[config.mk]
export PLATFORM = sky130hd
export DESIGN_NAME = lsu_axi_wr_ctrl
export DESIGN_NICKNAME = d
export VERILOG_FILES = /design/src/rtl/lsu_axi_wr_ctrl.sv
export SDC_FILE = /design/constraint.sdc
export NUM_CORES = 1
export LEC_CHECK = 0
export BUFFER_PORTS_ARGS = -buffer_cell sky130_fd_sc_hd__buf_4
export CORE_MARGIN = 5
export CORE_UTILIZATION = 49
export DETAILED_ROUTE_END_ITERATION = 16
export PLACE_DENSITY = 0.8
export RECOVER_POWER = 100
export SLEW_MARGIN = 5
export SYNTH_ARGS = -nofsm -noshare
export SYNTH_HDL_FRONTEND = slang
export SYNTH_SLANG_ARGS = --single-unit
[constraint.sdc]
create_clock -name clk -period 2.7 [get_ports clk]
set_clock_uncertainty 0.15 [all_clocks]
set_input_delay 0.405 -clock clk [delete_from_list [all_inputs] [get_ports clk]]
set_output_delay 0.405 -clock clk [all_outputs]
set_load 0.01 [all_outputs]
[src/rtl/lsu_axi_wr_ctrl.sv]
// lsu_axi_wr_ctrl
// AXI4 write-channel slave that sequences LSU stores into a small bank of
// user-area output registers (GPIO data, GPIO output enable, LA output word).
// Transactions are handled one at a time: AW -> W beats -> B.
//
// Ports:
//   clk, rst_l            core clock, asynchronous active-low reset
//   aw*                   write address channel (awvalid/awready/awid/awaddr/awlen)
//   w*                    write data channel (wvalid/wready/wdata/wstrb/wlast)
//   b*                    write response channel (bvalid/bready/bresp/bid)
//   gpio_out              GPIO output data register
//   gpio_oeb              inverted GPIO output-enable register (1 = input)
//   la_out                logic-analyser output register
//   wr_cnt                committed OKAY write counter (only with LSU_WR_CNT_EN)
//
// Optional feature macro: LSU_WR_CNT_EN adds the wr_cnt port and counter.
//
// Register map (offset from BASE_ADDR, bits [4:0]):
//   0x00 GPIO_OUT, 0x08 GPIO_OE, 0x10 LA_OUT; awaddr[2] selects the
//   upper 32-bit lane of the 64-bit data bus.

module lsu_axi_wr_ctrl #(
    parameter int                ID_W      = 3,
    parameter int                ADDR_W    = 32,
    parameter logic [ADDR_W-1:0] BASE_ADDR = 32'hD000_0000,
    parameter int                IO_BITS   = 28
) (
    input  logic                clk,
    input  logic                rst_l,
    input  logic                awvalid,
    output logic                awready,
    input  logic [ID_W-1:0]     awid,
    input  logic [ADDR_W-1:0]   awaddr,
    input  logic [7:0]          awlen,
    input  logic                wvalid,
    output logic                wready,
    input  logic [63:0]         wdata,
    input  logic [7:0]          wstrb,
    input  logic                wlast,
    output logic                bvalid,
    input  logic                bready,
    output logic [1:0]          bresp,
    output logic [ID_W-1:0]     bid,
    output logic [IO_BITS-1:0]  gpio_out,
    output logic [IO_BITS-1:0]  gpio_oeb,
    output logic [31:0]         la_out
`ifdef LSU_WR_CNT_EN
    ,
    output logic [15:0]         wr_cnt
`endif
);

    typedef enum logic [1:0] {IDLE, DATA, RESP} state_t;

    state_t              state_q, state_d;
    logic [ID_W-1:0]     id_q;
    logic [ADDR_W-1:2]   addr_q;
    logic                len_nz_q;
    logic                first_q;
    logic [1:0]          bresp_q;
    logic [ID_W-1:0]     bid_q;
    logic [IO_BITS-1:0]  gpio_q;
    logic [IO_BITS-1:0]  oe_q;
    logic [31:0]         la_q;

    logic                aw_hs;
    logic                w_hs;
    logic                mapped;
    logic                commit;
    logic [31:0]         sel_data;
    logic [3:0]          sel_strb;
    logic [31:0]         gpio_ext, oe_ext;
    logic [31:0]         gpio_new, oe_new, la_new;

    // Byte address bits [1:0] carry no meaning on a 64-bit lane-select bus.
    logic                unused_addr_bits;
    assign unused_addr_bits = ^awaddr[1:0];

    function automatic logic [31:0] merge_bytes(input logic [31:0] old_val,
                                                input logic [31:0] new_val,
                                                input logic [3:0]  strb);
        logic [31:0] res;
        res = old_val;
        for (int k = 0; k < 4; k++) begin
            if (strb[k]) res[8*k +: 8] = new_val[8*k +: 8];
        end
        return res;
    endfunction

    assign aw_hs = awvalid && (state_q == IDLE);
    assign w_hs  = wvalid && (state_q == DATA);

    // Decode and commit qualification use the address captured at AW time.
    assign mapped = (addr_q[ADDR_W-1:5] == BASE_ADDR[ADDR_W-1:5]) && (addr_q[4:3] != 2'b11);
    assign commit = w_hs && first_q && !len_nz_q && mapped;

    // Lane select and byte merge against the current register contents.
    always_comb begin
        sel_data = addr_q[2] ? wdata[63:32] : wdata[31:0];
        sel_strb = addr_q[2] ? wstrb[7:4]   : wstrb[3:0];
        gpio_ext = '0;
        oe_ext   = '0;
        gpio_ext[IO_BITS-1:0] = gpio_q;
        oe_ext[IO_BITS-1:0]   = oe_q;
        gpio_new = merge_bytes(gpio_ext, sel_data, sel_strb);
        oe_new   = merge_bytes(oe_ext, sel_data, sel_strb);
        la_new   = merge_bytes(la_q, sel_data, sel_strb);
    end

    // State register plus the captured AW fields and registered B fields.
    always_ff @(posedge clk or negedge rst_l) begin
        if (!rst_l) begin
            state_q  <= IDLE;
            id_q     <= '0;
            addr_q   <= '0;
            len_nz_q <= 1'b0;
            first_q  <= 1'b0;
            bresp_q  <= 2'b00;
            bid_q    <= '0;
        end else begin
            state_q <= state_d;
            if (aw_hs) begin
                id_q     <= awid;
                addr_q   <= awaddr[ADDR_W-1:2];
                len_nz_q <= (awlen != 8'd0);
                first_q  <= 1'b1;
            end
            if (w_hs) begin
                first_q <= 1'b0;
                if (wlast) begin
                    bresp_q <= (len_nz_q || !mapped) ? 2'b10 : 2'b00;
                    bid_q   <= id_q;
                end
            end
        end
    end

    // Next-state logic: bursts are drained until wlast before responding.
    always_comb begin
        state_d = state_q;
        case (state_q)
            IDLE:    if (awvalid)          state_d = DATA;
            DATA:    if (wvalid && wlast)  state_d = RESP;
            RESP:    if (bready)           state_d = IDLE;
            default:                       state_d = IDLE;
        endcase
    end

    // Handshake outputs are pure functions of the registered state.
    always_comb begin
        awready = (state_q == IDLE);
        wready  = (state_q == DATA);
        bvalid  = (state_q == RESP);
    end

    assign bresp = bresp_q;
    assign bid   = bid_q;

    // Output register bank; OE is stored true-sense and inverted on output.
    always_ff @(posedge clk or negedge rst_l) begin
        if (!rst_l) begin
            gpio_q <= '0;
            oe_q   <= '0;
            la_q   <= '0;
        end else if (commit) begin
            case (addr_q[4:3])
                2'b00:   gpio_q <= gpio_new[IO_BITS-1:0];
                2'b01:   oe_q   <= oe_new[IO_BITS-1:0];
                2'b10:   la_q   <= la_new;
                default: ;
            endcase
        end
    end

    assign gpio_out = gpio_q;
    assign gpio_oeb = ~oe_q;
    assign la_out   = la_q;

`ifdef LSU_WR_CNT_EN
    // Zero-strobe commits leave the registers untouched, so they are not counted.
    always_ff @(posedge clk or negedge rst_l) begin
        if (!rst_l) begin
            wr_cnt <= '0;
        end else if (commit && (sel_strb != 4'd0) && (wr_cnt != 16'hFFFF)) begin
            wr_cnt <= wr_cnt + 16'd1;
        end
    end
`endif

endmodule

==> out/summary.txt <==
outcome: finished, violations left
failing checks: capacitance limit, slew limit
Final setup viols: 0
Post-Route Utilization: 67.9%
Placer Congestion: 0.793
Vias: 4026
number of synthesis warnings: 0
syn nets: 509
Setup TNS Final: 0 ps
fin nets: 749
FF-to-FF Start: addr_q[19]
Worst Hold Endpoint: state_q[1]
drt pass-1 iters: 4
r2r worst-path depth: 6
antenna violations before repair: 0
port bufs: 213
Root Driver: clkbuf_16
fin crit period: 2400 ps
Residual DRC: 0
final instance area: 7720 um^2
min-delay src: bready
initial drt markers: 153
area share of the largest cell type after synthesis: 56.8%
Post-Synth XOR/XNOR Area: 0%
drt wl/cell: 18.2 um
Min-Delay Path Class: input pin to register
FF-to-FF End: la_out[16]
layout cells sized above 1: 51.6%
fraction of synthesized area in multiplexers: 31.7%
Setup crit end kind: register
top-level I/O count: 217
Die X: 118 um
Synth Register Bits: 129
Area Overhead vs Synth: 35.8%
sequential area share after synthesis: 56.8%
CTS clk-pin slew, worst paths: 60 ps
Global Route Usage Sum: 21.0%
flop-to-flop setup slack: 300 ps
Synth Area in Simple Gates: 7.53%
core area: 11400 um^2
htree depth: 4
CTS tree: built
ranking of synthesized cells by area: dfrtp_1 57%, mux2_2 32%, nor4_4 3.7%
synthesized area: 5680 um^2
Gates resized, CTS repair: 0
vias in the first global route: 4602
count of unique library cells instantiated by Yosys: 28
Syn Inst Count: 388
Avg Vias per Cell: 5.14
Crit Path Category: register to register
CP Data Arrival Time: 2530 ps
grt ovf: 0
pre-CTS setup slack: 372 ps
WHS Path Cells: 2
slew margin rel.: -5.68%
starting density of the core: 50.0%
final hold vios: 0
largest family of logic cells by synthesized area: multiplexers
pin count of the biggest net entering global routing: 64
first-pass GRT wire length: 23.5 mm
Achievable Freq: 417 MHz
ant diodes: 0
Die Y-Extent: 118 um
detailed placement HPWL: 10.6 mm
RSZ-0062 raised after global routing: no
# rows: 39
TritonCTS buffer count: 17
worst setup margin: 299 ps
adder-cell share of the synthesized area: 0%
worst skew pair latency: 400 ps
Synth area leader: dfrtp_1
Max Cap Viol: 1
number of setup buffers added after CTS: 0
peak supply drop: 0.000562 V
crit-path max FO: 13
Max Buffers Root-to-Sink: 2
Hold Buf Count CTS: 1
CTS sink count: 129
Placed Area: 7550 um^2
Static Leakage: 3.64 nW
antenna viol nets, final: 0
max-slew violation count: 63
crit path launch type: register
Compound-Gate Fraction of Synth Area: 0.749%
mean post-synth cell area: 14.6 um^2
final WL: 14.3 mm
power per cell area: 804 nW/um^2
worst path required time: 2830 ps
Worst Tran Pin Value: 1590 ps
Period Utilization, post-route: 88.9%
die area: 13900 um^2
[how the worst max path moves through the flow]
stage                     from            to  slack (ps)  cells past startpoint
floorplan           addr_q[19]  gpio_out[16]         420                      5
global placement    addr_q[19]    la_out[18]         370                      6
detailed placement  addr_q[19]    la_out[16]         370                      6
CTS                 addr_q[19]  gpio_out[14]         350                      6
global route             rst_l     addr_q[2]         160                      2
finish              addr_q[19]    la_out[16]         300                      6
[layer usage]
metal	up-vias	share of wire, %	GRT usage (%)
met5	-	0	0
met4	0	3.5	9.18
met3	35	5.5	6.87
met2	134	52	36.2
met1	2000	39	23.9
li1	1857	-	-
[state kept, by name, indices dropped and copies added (netlist names)]
register	count
id_q	3
len_nz_q	1
gpio_out	28
state_q	2
la_out	32
first_q	1
bid	3
addr_q	30
oe_q	28
bresp	1
[synth_stat cells]
cell	n
buf_6	2
nand2_1	14
nor4_4	10
mux2_2	160
nor2b_1	2
buf_1	3
nor2_1	5
buf_2	2
nor4_1	7
inv_1	30
dfrtp_1	129
a311oi_1	1
nor3_1	1
clkbuf_1	4
and2b_1	1
a21oi_1	1
and3b_1	1
nor4b_1	1
and2_1	1
conb_1	1
o21ai_0	3
a31oi_1	1
o31ai_1	1
nand4_1	2
nand4b_1	1
buf_4	1
nor4_2	2
nand3_1	1
[through the flow]
step	hold slack (ps)	power, mW	std cells
after global placement	318	3.60	751
after CTS	23.6	6.32	784
after floorplan	-40.6	3.20	388
final	46.6	6.20	784
after detailed placement	336	3.68	751
after global routing	26.6	6.50	784
[cells in the final DEF (no fill, tap or decap), types with 3 or more instances in the layout]
cell type,count
dfrtp_1,128
clkbuf_16,17
nor4_1,17
inv_1,30
clkbuf_1,96
clkinv_4,4
o21ai_0,3
nor2_1,5
mux2_2,160
clkbuf_2,8
buf_4,127
bufinv_16,6
nand2_1,14
[critical path: stages (launching register included)]
cell and delay, ps:
dfrtp_1 380, nor4b_1 400, nand4_1 160, buf_4 220, nor4_1 270, clkbuf_2 320
mux2_2 380
[cells by family (layout without fill, tap and decap cells)]
logic type             count (synthesis)  count (layout)
multiplexers                         160             160
flip-flops                           129             129
AND/OR/NAND/NOR                       49              49
buffers and inverters                 42             295
AO/OA/AOI/OAI                          7               7
other                                  1               1
[power by group]
group	switching (mW)	total [mW]	leakage, nW	internal [mW]
combinational	0.479	1.12	1.60	0.641
sequential	0.226	2.46	1.71	2.23
clock	0.839	2.62	0.333	1.78
[final cells by class]
| type | count | area, um^2 |
|---|---|---|
| Clock buffer | 19 | 453 |
| Multi-Input combinational cell | 217 | 2130 |
| Sequential cell | 129 | 3230 |
| Inverter | 30 | 113 |
| Tap cell | 143 | 179 |
| Timing Repair Buffer | 233 | 1380 |
| Fill cell | 918 | 3650 |
| Clock inverter | 13 | 233 |
Power figures use the tool's default switching activity.
